File: config.mk
export PLATFORM = sky130hd
export DESIGN_NAME = hilo_ctrl
export DESIGN_NICKNAME = d
export VERILOG_FILES = /design/src/rtl/hilo_ctrl.sv
export SDC_FILE = /design/constraint.sdc
export NUM_CORES = 1
export LEC_CHECK = 0
export ABC_AREA = 1
export BUFFER_PORTS_ARGS = -buffer_cell sky130_fd_sc_hd__buf_2
export CORE_MARGIN = 10
export CORE_UTILIZATION = 44
export CTS_CLUSTER_DIAMETER = 120
export DETAILED_ROUTE_END_ITERATION = 8
export GPL_TIMING_DRIVEN = 0
export PLACE_DENSITY_LB_ADDON = 0.2
export SLEW_MARGIN = 10
export SYNTH_ARGS = -nofsm -noshare
export SYNTH_HDL_FRONTEND = slang
export SYNTH_SLANG_ARGS = --single-unit
File: constraint.sdc
create_clock -name clk -period 1.64 [get_ports clk]
set_input_delay 0.082 -clock clk [delete_from_list [all_inputs] [get_ports clk]]
set_output_delay 0.082 -clock clk [all_outputs]
set_load 0.02 [all_outputs]
File: src/rtl/hilo_ctrl.sv
// HI/LO controller: issues multiplier/divider handshakes, stalls EX until
// the 64-bit result returns, and holds the architectural HI/LO registers.
module hilo_ctrl (
    input  logic        clk,
    input  logic        rst,
    input  logic [2:0]  op_i,
    input  logic [31:0] rs_i,
    input  logic [31:0] rt_i,
    input  logic        flush_i,
    output logic        stall_o,
    output logic        mul_start_o,
    output logic        mul_signed_o,
    output logic        mul_annul_o,
    output logic [31:0] mul_op1_o,
    output logic [31:0] mul_op2_o,
    input  logic [63:0] mul_result_i,
    input  logic        mul_ready_i,
    output logic        div_start_o,
    output logic        div_signed_o,
    output logic        div_annul_o,
    output logic [31:0] div_op1_o,
    output logic [31:0] div_op2_o,
    input  logic [63:0] div_result_i,
    input  logic        div_ready_i,
    output logic [31:0] hi_o,
    output logic [31:0] lo_o
);

    localparam logic [2:0] OP_MULT  = 3'b001;
    localparam logic [2:0] OP_MULTU = 3'b010;
    localparam logic [2:0] OP_DIV   = 3'b011;
    localparam logic [2:0] OP_DIVU  = 3'b100;
    localparam logic [2:0] OP_MTHI  = 3'b101;
    localparam logic [2:0] OP_MTLO  = 3'b110;

    typedef enum logic [1:0] {
        IDLE,
        MUL_WAIT,
        DIV_WAIT,
        RELEASE
    } state_t;

    state_t state;

    logic is_mul;
    logic is_div;
    logic div_ok;

    assign is_mul = (op_i == OP_MULT) || (op_i == OP_MULTU);
    assign is_div = (op_i == OP_DIV) || (op_i == OP_DIVU);
    // A zero divisor never reaches the divider and retires without a stall.
    assign div_ok = is_div && (rt_i != 32'd0);

    always_comb begin
        stall_o = 1'b0;
        if (!flush_i) begin
            case (state)
                IDLE:     stall_o = is_mul || div_ok;
                MUL_WAIT: stall_o = !mul_ready_i;
                DIV_WAIT: stall_o = !div_ready_i;
                RELEASE:  stall_o = is_mul || is_div;
                default:  stall_o = 1'b0;
            endcase
        end
    end

    always_ff @(posedge clk) begin
        if (rst) begin
            state        <= IDLE;
            mul_start_o  <= 1'b0;
            mul_signed_o <= 1'b0;
            mul_annul_o  <= 1'b0;
            mul_op1_o    <= 32'd0;
            mul_op2_o    <= 32'd0;
            div_start_o  <= 1'b0;
            div_signed_o <= 1'b0;
            div_annul_o  <= 1'b0;
            div_op1_o    <= 32'd0;
            div_op2_o    <= 32'd0;
            hi_o         <= 32'd0;
            lo_o         <= 32'd0;
        end else begin
            mul_annul_o <= 1'b0;
            div_annul_o <= 1'b0;
            case (state)
                IDLE: begin
                    if (!flush_i) begin
                        if (is_mul) begin
                            mul_op1_o    <= rs_i;
                            mul_op2_o    <= rt_i;
                            mul_signed_o <= (op_i == OP_MULT);
                            mul_start_o  <= 1'b1;
                            state        <= MUL_WAIT;
                        end else if (div_ok) begin
                            div_op1_o    <= rs_i;
                            div_op2_o    <= rt_i;
                            div_signed_o <= (op_i == OP_DIV);
                            div_start_o  <= 1'b1;
                            state        <= DIV_WAIT;
                        end else if (op_i == OP_MTHI) begin
                            hi_o <= rs_i;
                        end else if (op_i == OP_MTLO) begin
                            lo_o <= rs_i;
                        end
                    end
                end
                MUL_WAIT: begin
                    if (flush_i) begin
                        mul_start_o <= 1'b0;
                        mul_annul_o <= 1'b1;
                        state       <= IDLE;
                    end else if (mul_ready_i) begin
                        hi_o        <= mul_result_i[63:32];
                        lo_o        <= mul_result_i[31:0];
                        mul_start_o <= 1'b0;
                        state       <= RELEASE;
                    end
                end
                DIV_WAIT: begin
                    if (flush_i) begin
                        div_start_o <= 1'b0;
                        div_annul_o <= 1'b1;
                        state       <= IDLE;
                    end else if (div_ready_i) begin
                        hi_o        <= div_result_i[63:32];
                        lo_o        <= div_result_i[31:0];
                        div_start_o <= 1'b0;
                        state       <= RELEASE;
                    end
                end
                RELEASE: begin
                    // Start stays low here so the unit sees a free cycle.
                    state <= IDLE;
                    if (!flush_i) begin
                        if (op_i == OP_MTHI) begin
                            hi_o <= rs_i;
                        end else if (op_i == OP_MTLO) begin
                            lo_o <= rs_i;
                        end
                    end
                end
                default: state <= IDLE;
            endcase
        end
    end

endmodule

* After elaboration in Yosys (flattened, before gate mapping)
Index checks and enable logic that the tools add are counted.
** Word-level totals
- Register bits :: 200
- Input port bits :: 200
- Output and inout bits :: 199
- Logic and storage cells :: 101
** Cells by class
- Equal/unequal tests :: 22
- Muxes and demuxes :: 43
- Bitwise logic cells :: 4
- Reduce and logical (&&, ||, !) cells :: 19
** Operator list (number)
- $mux 32 :: 19
- $pmux 32 s4 :: 2
- $reduce_bool 32->1 :: 1
- $ne 2x2->1 const B :: 10
- $mux 2 :: 7
- $reduce_and 4->1 :: 3
- $mux 1 :: 11
- $eq 3x3->1 const B :: 3
- $ne 3x3->1 const B :: 3
- $pmux 2 s4 :: 1
- $reduce_and 8->1 :: 1
- $eq 3x2->1 const B :: 2
- $reduce_and 5->1 :: 1
- $eq 2x2->1 const B :: 2
- $logic_or 1x1->1 :: 4
- $not 1->1 :: 4
- $pmux 1 s2 :: 2
- $pmux 1 s4 :: 1
- $reduce_bool 2->1 :: 2
- $reduce_or 2->1 :: 2
- $eq 3x1->1 const B :: 1
- $reduce_and 3->1 :: 1
- $eq 2x1->1 const B :: 1
- $logic_not 1->1 :: 2
- 2 further kinds :: 2

* Longest topological paths before layout
- Word-level depth :: 7
- Gate-level depth with buffers :: 13

* Worst setup path after synthesis
No wires, ideal clock.
- Path kind :: flip-flop to output port
- Start :: reg state[0]
- End :: out stall_o
- Arrival time :: 1.745 ns
- Required time :: 1.558 ns
- Setup slack :: -0.187 ns
- Cell stages (with the launch flop) :: 9
- Path buffers :: 2
- Cell sequence :: dfxtp_1 -> inv_1 -> ha_1 -> clkbuf_1 -> clkbuf_1 -> nor2_1 -> nand3_1 -> nand2_1 -> a21oi_1
** Between the ends
- Cells in the longest elaborated chain, start to end :: 3
** RTL lines
- start, declared :: line 43 : state_t state;
- start signal, assigned :: line 69 : state <= IDLE;
- start signal, assigned :: line 93 : state <= MUL_WAIT;
- start signal, assigned :: line 99 : state <= DIV_WAIT;
- $eq 2x2->1, or another cell as far along :: line 57 : case (state)
- $pmux 1 s4 * :: line 57
- $mux 1 * :: line 56 : if (!flush_i) begin
- end, declared :: line 10 : output logic stall_o,
Mark *: on every way between the ends. The rest lies on a longest branch, timed or not.

* Final worst setup path
- Start :: reg state[1]
- End :: reg lo_o[19]
** Between the ends
- Cells in the longest elaborated chain, start to end :: 3
** RTL lines
- $eq 2x2->1, or another cell as far along :: line 85 : case (state)
- $ne 2x2->1 (no source line)
- $reduce_and 8->1 (no source line)
- end signal, assigned :: line 103 : lo_o <= rs_i;
- end signal, assigned :: line 114 : lo_o <= mul_result_i[31:0];
- end signal, assigned :: line 126 : lo_o <= div_result_i[31:0];
- end, declared :: line 26 : output logic [31:0] lo_o
Parallel ways exist; a longest one is shown, timed or not.
A chain may end at the register's enable or synchronous reset.

==> impl_metrics.toml <==
[place]
place.gp.congestion = 0.907
dpl.hpwl_mm = 32.2
io_buffers = 397
placed_area_sq_um = 12100
dp.cells = 2160
place_ws_ps = -761

[route]
antenna_left = 0
first_pass_iters = 5
drt-initial-drc-count = 706
wl_mm = 42.5
dr_total_vias = 11500
drcViolationCount = 0
vias_per_cell = 5.03
wl_per_cell_um = 18.6

[grt]
gr-total-overflow = 0
grt_pass1_wl_mm = 63.1
grt_antenna_before_repair = 4
track_usage = 0.279
grt_pass1_vias = 11300
grt_max_degree = 21

[clock_network]
cts_made_buffers = 17
cts_max_level = 4
clk_pin_slew_ps = 80
tritoncts = "yes"
clkSinkCount = 200
clockBufferDepth = 2
clock_latency_ps = 440
clock-root-buffer = "clkbuf_16"

[synthesis]
ys_top_cells_by_area = "dfxtp_1 (41%), nand2_1 (14%), nor2_1 (10%), inv_1 (9.3%), a21oi_1 (6.9%)"
synth_edf_count = 0
synth-async-reset-ratio = 0
yosysMostFrequentCell = "nand2_1"
yosysSeqAreaShare = 0.412
synthDominantCellAreaShare = 0.412
ys_types = 24
syn_area_per_cell_sq_um = 6.56
synth_area_sq_um = 9720
synth_top_flop_cell = "dfxtp_1"
yosys-top-cells-count = "nand2_1 (350), nor2_1 (258), inv_1 (242)"
syn_inst = 1483
yosysWarnings = 0
ys_ff_latch = 200
yosysTopAreaCell = "dfxtp_1"
syn_nets = 1688

[die]
core_sq_um = 21800
initial_core_util = 0.447
die_w_um = 169
num_rows = 54
die_y_um = 169
pin_count = 399
die_area_sq_um = 28400

[setup_path]
startpoint_type = "flop"
cp_max_fo = 7
cpMaxStageDelayCell = "dfxtp_4"
crit_family = "simple AND/OR/NAND/NOR gates"
arrival_ps = 2330
cpMostUsedCell = "nand2_2"
worst_path_largest_cell_delay_ps = 360
required_ps = 2010
cp.buffers_inverters = 6
path_cells = "buf_6 -> ha_4 -> inv_4 -> or2_4 -> nand2_2 -> inv_2 -> nand2_2 -> nor2_4 -> buf_6 -> nand3_4 -> clkbuf_16 -> nand2_2 -> inv_1 -> nor2_1"
end_kind = "flop"
worstSetupPathType = "reg2reg"

[sta]
timing.fmax_mhz = 512
finalMaxSlewViolations = 0
tightest_slew_ps = 889
min_period_ps = 1950
setup-tns-final_ps = -17740
slew_headroom = 0.404
rsz0062_at_grt = "yes"
setup_ws_ps = -313
hold_viol_final = 0
whs_ps = 99.6
layout_worst_path_cycle_share = 1.19
setup_viol = 65
finClkSkew_ps = 17.4

[finish]
stdcell_count = 2292
drive_above_1_share = 0.342
design_area_sq_um = 14400
fillCellCount = 1995
multiInputGateArea_sq_um = 4720
seqCellArea_sq_um = 4010
fin_nets = 2202
synthToLayoutAreaGrowth_pct = 47.8

[power_and_ir_drop]
leakagePower_nw = 7.68
ir_drop_mv = 0.909
powerDensity_nw_per_um2 = 1780

[run_status]
violations = "negative setup slack"
run_status = "finished with violations"

[hold_path]
worstHoldPathType = "in2reg"

[run]
cap_viol_max_count = 0
[routing by layer]
metal,global-route usage,routed length (um)
met5,0,13
met2,0.483,20600
met4,0.0950,1350
met1,0.312,16300
met3,0.0984,4280
[through the flow]
stage | power, mW | util
2_1_floorplan | 14.3 | -
3_3_place_gp | 18.0 | 0.556
3_5_place_dp | 18.1 | 0.556
4_1_cts | 24.1 | 0.639
5_1_grt | 27.0 | 0.661
6_report | 25.6 | 0.661
[cell usage in the layout (no fill, tap or decap), types with 3 or more instances in the layout]
cell type and n:
a21oi_1 131, a21oi_2 4, a22o_1 64, buf_1 4, buf_2 411, buf_4 27, buf_6 25, buf_8 8
clkbuf_1 21, clkbuf_16 22, clkbuf_2 18, clkbuf_4 6, clkinv_8 3, dfxtp_1 198, diode_2 3, dlygate4sd3_1 66
ha_4 3, inv_1 197, inv_2 44, inv_4 3, inv_8 6, nand2_1 288, nand2_2 47, nand2_4 15
nand3_1 7, nand3_4 3, nand4_1 66, nor2_1 238, nor2_2 18, o21ai_0 36, o21ai_2 3
[state kept, by name, indices dropped and copies added, names as in the netlist]
name,flops
div_op1_o,32
mul_op2_o,32
lo_o,32
state,2
hi_o,32
div_start_o,1
div_op2_o,32
div_signed_o,1
mul_annul_o,1
mul_op1_o,32
mul_start_o,1
mul_signed_o,1
div_annul_o,1
[what timing repair did]
item	CTS	global route
hold endpoints to repair	129	0
endpoints found under the setup margin	194	193
hold buffers	66	0
buffers inserted	20	6
cloned	5	4
pin swaps	29	60
gates resized for setup	117	166
[layout make-up]
cell class | instances | area share
Clock buffer | 17 | 0.0296
Timing Repair Buffer | 498 | 0.214
Clock inverter | 14 | 0.0108
Tap cell | 280 | 0.0244
Sequential cell | 200 | 0.279
Buffer | 98 | 0.0483
Multi-Input combinational cell | 937 | 0.328
Antenna cell | 3 | 0.000522
Inverter | 245 | 0.0650
[final timing paths]
kind / slack (ps) / endpoint / depth (start not counted) / from
min: 100 / mul_signed_o / 4 / op_i[1]
min reg2reg: 470 / mul_op2_o[5] / 2 / mul_op2_o[5]
max reg2reg: -310 / lo_o[19] / 14 / state[1]
max: -310 / lo_o[19] / 14 / state[1]
[where the power goes]
part | internal (mW) | switching (mW) | total, mW
Clock | 2.04 | 2.18 | 4.22
Sequential | 6.03 | 0.607 | 6.64
Combinational | 5.64 | 9.08 | 14.7
Total | 13.7 | 11.9 | 25.6
[worst register-to-register path, delay by kind of cell, from the launching register on]
kind | cells | cell delay (ps)
simple gates | 7 | 710
flops | 1 | 360
buf+inv | 6 | 660
fa+ha+maj | 1 | 160
[cell families after synthesis]
logic type,Yosys count,synth area share
and+or+nand+nor,691,0.287
DFF,200,0.412
AOI/OAI and AO/OA,240,0.150
adders and majority gates,5,0.00643
buffers and inverters,346,0.144
xor gates and xnor gates,1,0.000901
Power figures use the tool's default switching activity.
